### src/rtl/pipeline_debug_sequencer.sv
// rtl/pipeline_debug_sequencer.sv - host-driven run/step/halt control and PC/register dump for the MIPS pipeline
module pipeline_debug_sequencer #(
  parameter int NB_DATA = 32,
  parameter int NB_ADDR = 5,
  parameter int N_REGS  = 32
) (
  input  logic               i_clk,
  input  logic               i_reset,
  input  logic [7:0]         i_rx_data,
  input  logic               i_rx_valid,
  output logic [7:0]         o_tx_data,
  output logic               o_tx_valid,
  input  logic               i_tx_ready,
  input  logic [NB_DATA-1:0] i_pc,
  input  logic               i_halt_detected,
  output logic [NB_ADDR-1:0] o_reg_rd_addr,
  input  logic [NB_DATA-1:0] i_reg_rd_data,
  output logic               o_pipeline_enable,
  output logic               o_program_done,
  output logic               o_busy
);
  localparam int NB_BYTES = NB_DATA / 8;
  localparam int NB_BCNT  = (NB_BYTES > 1) ? $clog2(NB_BYTES) : 1;
  localparam int NB_WORD  = $clog2(N_REGS + 1);

  localparam logic [7:0] CMD_RUN  = 8'h72;
  localparam logic [7:0] CMD_STEP = 8'h73;
  localparam logic [7:0] CMD_HALT = 8'h68;
  localparam logic [7:0] CMD_DUMP = 8'h64;

  typedef enum logic [2:0] {
    ST_IDLE,
    ST_RUN,
    ST_STEP,
    ST_DUMP_REQ,
    ST_DUMP_LATCH,
    ST_DUMP_SEND
  } state_t;

  state_t             r_state, w_state_nxt;
  logic               r_done, w_done_nxt;
  logic [NB_DATA-1:0] r_shift, w_shift_nxt;
  logic [NB_WORD-1:0] r_word, w_word_nxt;
  logic [NB_BCNT-1:0] r_bcnt, w_bcnt_nxt;
  logic [NB_WORD-1:0] w_word_m1;
  logic               w_cmd_run, w_cmd_step, w_cmd_halt, w_cmd_dump;
  logic               w_tx_fire, w_last_byte, w_last_word;

  assign w_cmd_run  = i_rx_valid && (i_rx_data == CMD_RUN);
  assign w_cmd_step = i_rx_valid && (i_rx_data == CMD_STEP);
  assign w_cmd_halt = i_rx_valid && (i_rx_data == CMD_HALT);
  assign w_cmd_dump = i_rx_valid && (i_rx_data == CMD_DUMP);

  assign w_tx_fire   = (r_state == ST_DUMP_SEND) && i_tx_ready;
  assign w_last_byte = (r_bcnt == NB_BCNT'(NB_BYTES - 1));
  assign w_last_word = (r_word == NB_WORD'(N_REGS));
  // Word 0 is the PC, so word w carries register w-1.
  assign w_word_m1   = r_word - NB_WORD'(1);

  always_ff @(posedge i_clk or negedge i_reset) begin
    if (!i_reset) begin
      r_state <= ST_IDLE;
      r_done  <= 1'b0;
      r_shift <= '0;
      r_word  <= '0;
      r_bcnt  <= '0;
    end else begin
      r_state <= w_state_nxt;
      r_done  <= w_done_nxt;
      r_shift <= w_shift_nxt;
      r_word  <= w_word_nxt;
      r_bcnt  <= w_bcnt_nxt;
    end
  end

  always_comb begin
    w_state_nxt = r_state;
    w_done_nxt  = r_done;
    w_shift_nxt = r_shift;
    w_word_nxt  = r_word;
    w_bcnt_nxt  = r_bcnt;
    case (r_state)
      ST_IDLE: begin
        if (w_cmd_run && !r_done) begin
          w_state_nxt = ST_RUN;
        end else if (w_cmd_step && !r_done) begin
          w_state_nxt = ST_STEP;
        end else if (w_cmd_dump) begin
          w_shift_nxt = i_pc;
          w_word_nxt  = '0;
          w_bcnt_nxt  = '0;
          w_state_nxt = ST_DUMP_SEND;
        end
      end
      ST_RUN: begin
        if (i_halt_detected) begin
          w_done_nxt  = 1'b1;
          w_state_nxt = ST_IDLE;
        end else if (w_cmd_halt) begin
          w_state_nxt = ST_IDLE;
        end
      end
      ST_STEP: begin
        if (i_halt_detected) begin
          w_done_nxt = 1'b1;
        end
        w_state_nxt = ST_IDLE;
      end
      ST_DUMP_REQ: begin
        w_state_nxt = ST_DUMP_LATCH;
      end
      ST_DUMP_LATCH: begin
        w_shift_nxt = i_reg_rd_data;
        w_state_nxt = ST_DUMP_SEND;
      end
      ST_DUMP_SEND: begin
        if (w_tx_fire) begin
          w_shift_nxt = {r_shift[NB_DATA-9:0], 8'h00};
          if (w_last_byte) begin
            w_bcnt_nxt = '0;
            if (w_last_word) begin
              w_state_nxt = ST_IDLE;
            end else begin
              w_word_nxt  = r_word + NB_WORD'(1);
              w_state_nxt = ST_DUMP_REQ;
            end
          end else begin
            w_bcnt_nxt = r_bcnt + NB_BCNT'(1);
          end
        end
      end
      default: begin
        w_state_nxt = ST_IDLE;
      end
    endcase
  end

  assign o_pipeline_enable = (r_state == ST_RUN) || (r_state == ST_STEP);
  assign o_busy            = (r_state == ST_DUMP_REQ) || (r_state == ST_DUMP_LATCH) ||
                             (r_state == ST_DUMP_SEND);
  assign o_tx_valid        = (r_state == ST_DUMP_SEND);
  assign o_tx_data         = r_shift[NB_DATA-1 -: 8];
  assign o_reg_rd_addr     = (r_state == ST_DUMP_REQ) ? NB_ADDR'(w_word_m1) : '0;
  assign o_program_done    = r_done;

endmodule
### config.mk
export PLATFORM = sky130hd
export DESIGN_NAME = pipeline_debug_sequencer
export DESIGN_NICKNAME = d
export VERILOG_FILES = /design/src/rtl/pipeline_debug_sequencer.sv
export SDC_FILE = /design/constraint.sdc
export NUM_CORES = 1
export LEC_CHECK = 0
export CORE_ASPECT_RATIO = 0.8
export CORE_UTILIZATION = 48
export CTS_BUF_LIST = sky130_fd_sc_hd__clkbuf_2
export DETAILED_ROUTE_END_ITERATION = 10
export HOLD_SLACK_MARGIN = 0.12
export PLACE_DENSITY = 0.93
export SYNTH_ARGS = -nofsm -noshare
export SYNTH_HDL_FRONTEND = slang
export SYNTH_SLANG_ARGS = --single-unit
### constraint.sdc
create_clock -name i_clk -period 2.42 [get_ports i_clk]
set_input_delay 0.363 -clock i_clk [delete_from_list [all_inputs] [get_ports i_clk]]
set_output_delay 0.363 -clock i_clk [all_outputs]
set_load 0.1 [all_outputs]
==> Word-level counts from Yosys, hierarchy flattened <==
Index checks and enable logic that the tools add are counted.
{ "classes": {"n_reduce_logical": 20, "add_sub_neg": 3, "n_eq_ne": 19, "muxes": 28} }
{ "op_table": {"columns": ["op", "count"], "rows": [
  ["$mux W32", 4],
  ["$pmux W32 S3", 1],
  ["$mux W6", 6],
  ["$eq A8 B7 Y1 const B", 4],
  ["$mux W3", 7],
  ["$pmux W3 S5", 1],
  ["$mux W2", 6],
  ["$pmux W6 S2", 1],
  ["$reduce_and A5 Y1", 2],
  ["$ne A2 B2 Y1 const B", 4],
  ["$logic_and A1 B1 Y1", 7],
  ["$reduce_and A7 Y1", 1],
  ["$add A6 B1 Y6 const B", 1],
  ["$eq A3 B2 Y1 const B", 2],
  ["$eq A3 B3 Y1 const B", 2],
  ["$eq A6 B6 Y1 const B", 1],
  ["$mux W5", 1],
  ["$sub A5 B1 Y5 const B", 1],
  ["$ne A2 B1 Y1 const B", 2],
  ["$ne A4 B4 Y1 const B", 1],
  ["$pmux W2 S2", 1],
  ["$reduce_and A4 Y1", 1],
  ["$eq A3 B1 Y1 const B", 1],
  ["$logic_not A3 Y1", 1],
  ["other kinds (9)", 11]
]} }
{ "totals": {"regBits": 44, "word_cells": 75} }

==> Logic depth before layout (Yosys ltp) <==
{ "logic_depth": {"word_depth": 6, "mapped_depth": 7, "depth_no_buf": 6} }

==> Least setup slack after synthesis <==
OpenSTA, ideal clock, no wires.
{ "synth_timing": {"path_kind": "reg-to-output", "start": "register r_state[0]", "end": "output o_reg_rd_addr[2]", "stages_incl_launch_ff": 5, "path_slack_ns": -0.368, "arrival_time_ns": 2.425, "path_cell_list": "dfrtp_1 -> clkbuf_1 -> clkbuf_1 -> nand3b_1 -> nor2_1"} }
{ "synth_via": {"elab_chain_len": 2} }
{ "synth_rtl": {"columns": ["element", "line", "rtl"], "rows": [
  ["start, declared", "40", "state_t r_state, w_state_nxt;"],
  ["start signal, assigned", "68", "r_state <= w_state_nxt;"],
  ["$eq A3 B2 Y1", "143", "assign o_reg_rd_addr = (r_state == ST_DUMP_REQ) ? NB_ADDR'(w_word_m1) : '0;"],
  ["$mux W5", "143", null],
  ["end, declared", "16", "output logic [NB_ADDR-1:0] o_reg_rd_addr,"]
]} }
No other way between the ends.

==> Final worst setup path <==
{ "layout_timing": {"start": "register r_word[0]", "end": "output o_reg_rd_addr[4]"} }
{ "layout_via": {"elab_chain_len": 2} }
{ "layout_rtl": {"columns": ["element", "line", "rtl"], "rows": [
  ["start, declared", "43", "logic [NB_WORD-1:0] r_word, w_word_nxt;"],
  ["start signal, assigned", "71", "r_word <= w_word_nxt;"],
  ["$sub A5 B1 Y5", "58", "assign w_word_m1 = r_word - NB_WORD'(1);"],
  ["$mux W5", "143", null]
]} }
No other way between the ends.

==> impl_metrics.py <==
metrics = {
    "placed_design": {
        "portBuffers": 93,
        "gp_congestion": 0.873,
        "hpwl_mm": 5.14,
    },
    "timing": {
        "fin_crit_ps": 2380,
        "clock_skew_ps": 16.4,
        "fin_crit_sh": 0.984,
        "hold_viol_final": 0,
        "tightestPinTransition_ps": 601,
        "rsz0062_at_grt": "no",
        "tns_ps": 0,
        "setup_viol": 0,
        "finalMaxSlewViolations": 0,
        "fmax_mhz": 420,
        "max_slew_margin": 0.596,
    },
    "clocking": {
        "cts_tree": "done",
        "clkTransAtPathRegs_ps": 210,
        "cts_max_level": 2,
        "clk_path_buf_depth": 2,
        "cts-root-buf": "clkbuf_2",
        "clock-sinks": 44,
        "insertion_delay_ps": 400,
        "cts_buffers": 5,
    },
    "die": {
        "core_area_sq_um": 5530,
        "die_w_microns": 87.4,
        "initial_core_util": 0.507,
        "die_h_microns": 70.3,
        "dieArea_sq_um": 6150,
        "row_count": 24,
        "num_io_pins": 94,
    },
    "run_status": {
        "status": "complete, no violations",
    },
    "grt": {
        "grt_max_degree": 45,
        "antenna_found_initial": 0,
        "grt_pass1_wl_mm": 11.4,
        "grtUsageTotal": 0.238,
        "grt-ovfl-total": 0,
        "grt_pass1_vias": 2461,
    },
    "power": {
        "power.density_nw_per_um2": 1090,
        "comb_power_share": 0.620,
        "static-leakage-power_nw": 1.73,
        "power_switching_mw": 1.95,
        "sequentialPowerShare": 0.310,
        "ir_worst_vdd_mv": 0.477,
        "sw_frac_of_total": 0.459,
        "p_clk_frac": 0.070,
        "internal_power_mw": 2.30,
    },
    "final_layout": {
        "fin_nets": 446,
        "final_cell_mix": "75 x clkdlybuf4s50_1, 47 x nand2_1, 41 x dfrtp_1, 35 x o21ai_0, 24 x mux2i_1",
        "nFillCells": 438,
        "drive_above_1_share": 0.196,
        "area_delta_synth_final_pct": 39.1,
        "final_common_cell": "clkdlybuf4s50_1",
        "antenna_cells": 0,
        "fin_util": 0.706,
    },
    "detailed_routing": {
        "ant_nets": 0,
        "wl_per_cell_microns": 15.4,
        "drt-total-wl_mm": 6.83,
        "drt_iter0_markers": 195,
        "via_per_inst": 5.38,
        "via_count": 2395,
        "drtPass1Iterations": 4,
        "remaining_drc_errors": 0,
    },
    "yosys": {
        "syn_area_per_cell_sq_um": 9.94,
        "async_flop_share": 1.00,
        "netlist_instances": 282,
        "synth_seq_area_share": 0.393,
        "netlist_area_sq_um": 2800,
        "yosys.area.top_type": "dfrtp_1",
        "ys_warn_count": 0,
        "ys_top_cells_by_area": "dfrtp_1 39%, mux2_4 11%, mux2i_1 8.6%",
        "synth_ff_type": "dfrtp_1",
        "synthDistinctLibCells": 49,
        "yosysTopAreaCellShare": 0.393,
        "synth_nets": 362,
        "ys_ff_latch": 44,
        "synth-edff-count": 0,
    },
    "setup_path": {
        "critPathMaxFanout": 5,
        "worst_setup_path_start_kind": "register",
        "arrival_ps": 2020,
        "critPathMaxStageDelay_ps": 480,
        "critical_path_class": "register to primary output",
        "crit_chain": "inv_1 > ha_1 > nor3b_1 > buf_4 > xnor2_1 > nor2_2 > buf_12",
        "crit_slowest_cell": "dfrtp_2",
        "cp-end-kind": "primary output",
        "critPathRequiredTime_ps": 2060,
    },
    "worst_hold_path": {
        "holdCritPathClass": "input pin to asynchronous set/reset pin",
    },
    "job": {
        "drv_cap": 0,
    },
}
[power groups by stage]
stage	combinational (mW)	clock [mW]	sequential, mW
floorplan	2.11	0	1.21
global placement	2.48	0	1.32
detailed placement	2.60	0	1.34
CTS	2.62	0.307	1.31
global route	2.82	0.326	1.35
finish	2.63	0.299	1.31
[flip-flops by register name (all words and copies together), names as in the netlist]
register,flops
r_word,6
r_state,3
r_shift,32
o_program_done,1
r_bcnt,2
[layer usage]
layer,vias up,GRT usage,part of all wire
met1,1120,0.317,0.42
met4,0,0.0820,0.025
met2,97,0.397,0.50
met3,17,0.0331,0.058
met5,-,0,0
li1,1161,-,-
[final timing paths]
| path | startpoint | slack, ps | to | cells after the start |
|---|---|---|---|---|
| max in group asynchronous | i_reset | 1490 | r_state[0] | 3 |
| worst max register to register | r_state[0] | 440 | r_shift[26] | 5 |
| worst max-delay path | r_word[0] | 40 | o_reg_rd_addr[4] | 7 |
| worst min-delay path | i_reset | 530 | o_program_done | 3 |
| min in group i_clk | r_word[5] | 530 | r_word[5] | 1 |
| worst min register to register | r_word[5] | 530 | r_word[5] | 1 |
[through the flow]
stage / instance area (sq um) / power [mW] / hold slack [ps] / setup slack (ps) / std cells
finish: 3900 / 4.25 / 526 / 39.4 / 445
global route: 3900 / 4.50 / 549 / 1.13 / 445
CTS: 3880 / 4.24 / 523 / 26.4 / 443
detailed placement: 3820 / 3.93 / 470 / 6.91 / 433
global placement: 3820 / 3.80 / 461 / 78.5 / 433
floorplan: 2810 / 3.32 / 67.4 / -368 / 282
[cell usage after synthesis, types with 2 or more instances]
cell type,number
nor2b_1,3
dfrtp_1,44
nor3_1,3
nand2b_1,2
nand2_1,47
o21ai_0,35
a21oi_1,4
a31oi_1,4
ha_1,3
mux2_2,2
xnor2_1,4
buf_4,8
inv_1,3
buf_1,3
mux2_1,10
buf_6,4
clkbuf_1,9
o31ai_1,2
or2_2,2
mux2i_1,24
nand3_1,7
a21o_1,3
nor4bb_1,3
mux2_4,20
nor2_1,7
buf_2,3
[layout make-up]
cell class | instances | area (sq um) | share of cell area
Clock buffer | 7 | 35.0 | 0.00899
Multi-Input combinational cell | 207 | 1540 | 0.394
Tap cell | 78 | 97.6 | 0.0250
Timing Repair Buffer | 104 | 1110 | 0.284
Sequential cell | 44 | 1100 | 0.283
Inverter | 4 | 15.0 | 0.00385
Clock inverter | 1 | 3.75 | 0.000963
[what timing repair did]
item / in CTS / in global routing
resized for setup: 2 / 1
pin swaps: 1 / 1
endpoints found under the setup margin: 1 / 2
setup buffers: 1 / 2
hold buffers: 1 / 0
endpoints found under the hold margin: 44 / 0
[cell families after synthesis]
kind of cell,Yosys count,share of synthesized area
compound gates,58,0.122
flops,44,0.393
fa+ha+maj,3,0.0134
simple gates,86,0.154
xor+xnor,4,0.0125
mux,56,0.241
buf+inv,31,0.0643
[worst max-delay path, delay by kind of cell (launching register included)]
family,cells,cell delay [ps]
buf+inv,3,450
fa+ha+maj,1,190
xor+xnor,1,90
flops,1,480
simple gates,2,400
Power figures use the tool's default switching activity.
==> patch (same flow settings) <==
The 6 states of `state_t` get a one-hot encoding in 6 bits.
--- a/src/rtl/pipeline_debug_sequencer.sv
+++ b/src/rtl/pipeline_debug_sequencer.sv
@@ -28,13 +28,13 @@
   localparam logic [7:0] CMD_HALT = 8'h68;
   localparam logic [7:0] CMD_DUMP = 8'h64;
 
-  typedef enum logic [2:0] {
-    ST_IDLE,
-    ST_RUN,
-    ST_STEP,
-    ST_DUMP_REQ,
-    ST_DUMP_LATCH,
-    ST_DUMP_SEND
+  typedef enum logic [5:0] {
+    ST_IDLE       = 6'b000001,
+    ST_RUN        = 6'b000010,
+    ST_STEP       = 6'b000100,
+    ST_DUMP_REQ   = 6'b001000,
+    ST_DUMP_LATCH = 6'b010000,
+    ST_DUMP_SEND  = 6'b100000
   } state_t;
 
   state_t             r_state, w_state_nxt;
Check against the original RTL: no difference found for any inputs over 4 cycles, from zero or initial values and one cycle with i_reset low; so few cycles prove little.
==> patch against the unedited design <==
- final cell count is the same
- clock power increased by 13%
- global-route usage grew 0.43 points
- critical path depth is 2 lower
- worst setup slack better by 10 ps
- wire length is 5.3% higher
- total power shrank 12%
- sequential cell count grew 3
- final area down 2.3%
- die area decreased by 5.4%
- clock skew increased by 6.2 ps
- area after synthesis is 5.6% lower
- critical path type unchanged
- highest routed layer unchanged
==> patch: results (changes against the unedited design) <==
Run status
  • Run status: finished, final reports clean

Pwr
  • Static Leak: 0.00180 µW (+4.1%)
  • Total net switching power: 1770 µW (-9.3%)
  • Sequential power: 1270 µW (-3%)
  • Sw frac: 47.3% (+1.4 points)
  • Comb power frac: 57.0% (-5.0 points)
  • Max VDD drop: 0.000515 V (+7.9%)

Critical path
  • Max incr delay on CP: 500 ps (+20 ps)
  • R2R setup slack: 140 ps (-300 ps)
  • Critical path origin: r_state[4]
  • Reg2reg start: r_state[3]
  • Worst r2r dst: r_shift[30]
  • Worst setup endpoint: o_reg_rd_addr[2]
  • CP top delay family: simple AND/OR/NAND/NOR gates
  • Critical-path maximum fanout: 7 (+2)
  • Worst reg2reg path depth: 7 (+2)

Placed design
  • Routability Congestion: 0.802 (-8.2%)
  • Area after DPL: 3640 µm² (-4.7%)
  • Dpl cells: 428 (-1.2%)
  • DP HPWL: 5.03 mm (-2.1%)
  • Setup Slack @ Placement: 188 ps (+181 ps)

Global route
  • Grt met1 use: 31.6% (-0.076 points)
  • Pin count of the biggest net entering global routing: 65 (+44%)
  • Met3 usage: 5.19% (+1.9 points)
  • Number of global-route vias before repair: 2,433 (-1.1%)
  • First-pass GRT wire length: 11.0 mm (-3.9%)
  • Met2 GRT Util: 38.8% (-0.86 points)

Detailed routing
  • DRT Pass-1 Iters: 5 (+1)
  • DRT iter0 DRCs: 260 (+33%)
  • Post-DR vias/cell: 5.87 (+9.0%)
  • Post-Route WL: 7.20 mm (+5.3%)

Clock tree
  • CTS clk-pin slew, worst paths: 260 ps (+50 ps)
  • Clock latency on the worst-skew pair: 430 ps (+30 ps)

Cells and area
  • Share of cells above drive strength 1: 16.4% (-3.2 points)
  • Largest regs: r_shift x32, r_state x6, r_word x6
  • Nets@finish: 463 (+3.8%)
  • Reg area: 1180 µm² (+7.0%)
  • Fill count: 364 (-17%)

Synthesis
  • Mux contribution to synthesized area: 0.426% (-24 points)
  • Sequential fraction of the synthesis area: 44.5% (+5.2 points)
  • Top cells by count, synth: 46 x dfrtp_1, 44 x nand2_1, 32 x a22oi_1, 28 x a21oi_1, 26 x a21o_1
  • Compound-cell area share of the yosys netlist: 29.5% (+17 points)
  • Synth area leaders: dfrtp_1 43%, a22oi_1 9.1%, a21o_1 7.4%
  • Yosys cell types: 45 (-8.2%)
  • Area share of fa/ha/maj cells after synthesis: 1.89% (+0.55 points)
  • Post-Synthesis Cells: 291 (+3.2%)
  • Post-Syn Nets: 372 (+2.8%)
  • XOR/XNOR Fraction of Synth Area: 1.32% (+0.074 points)

STA
  • Hold WS: 425 ps (-101 ps)
  • Final min period: 2370 ps (-10.2 ps)
  • Clock Skew: 22.6 ps (+6.15 ps)
  • Max transition margin: 63.5% (+3.9 points)
## patch: cell types whose count changed after synthesis, sizes merged, moves of 3 or more
cell | before | now
a21o | 3 | 26
a21oi | 4 | 29
a22oi | 1 | 32
a31oi | 4 | 0
inv | 3 | 6
mux2 | 32 | 1
mux2i | 24 | 0
nand2 | 48 | 44
nand3 | 8 | 3
nor2 | 7 | 11
o21ai | 36 | 19
## patch: cell type report
cell class	count	area share, %
multi-input combinational	213	35.3
tap	62	2.04
inverter	6	0.657
clock buffer	6	0.788
clock inverter	2	0.329
sequential	47	31.0
timing repair buffer	109	29.8
## patch: timing repair
| action | 4_1_cts | 5_1_grt |
|---|---|---|
| hold buffers | 1 | 0 |
| setup buffers | 0 | 7 |
| gates resized for setup | 3 | 12 |
| endpoints found under the setup margin | 6 | 7 |
| endpoints found under the hold margin | 24 | 0 |
| cloned | 0 | 1 |
## patch: layer usage
metal	part of all wire [%]	vias up
met1	41	1234
met3	7.9	20
met2	49	124
met5	0	-
li1	-	1232
met4	2.1	0
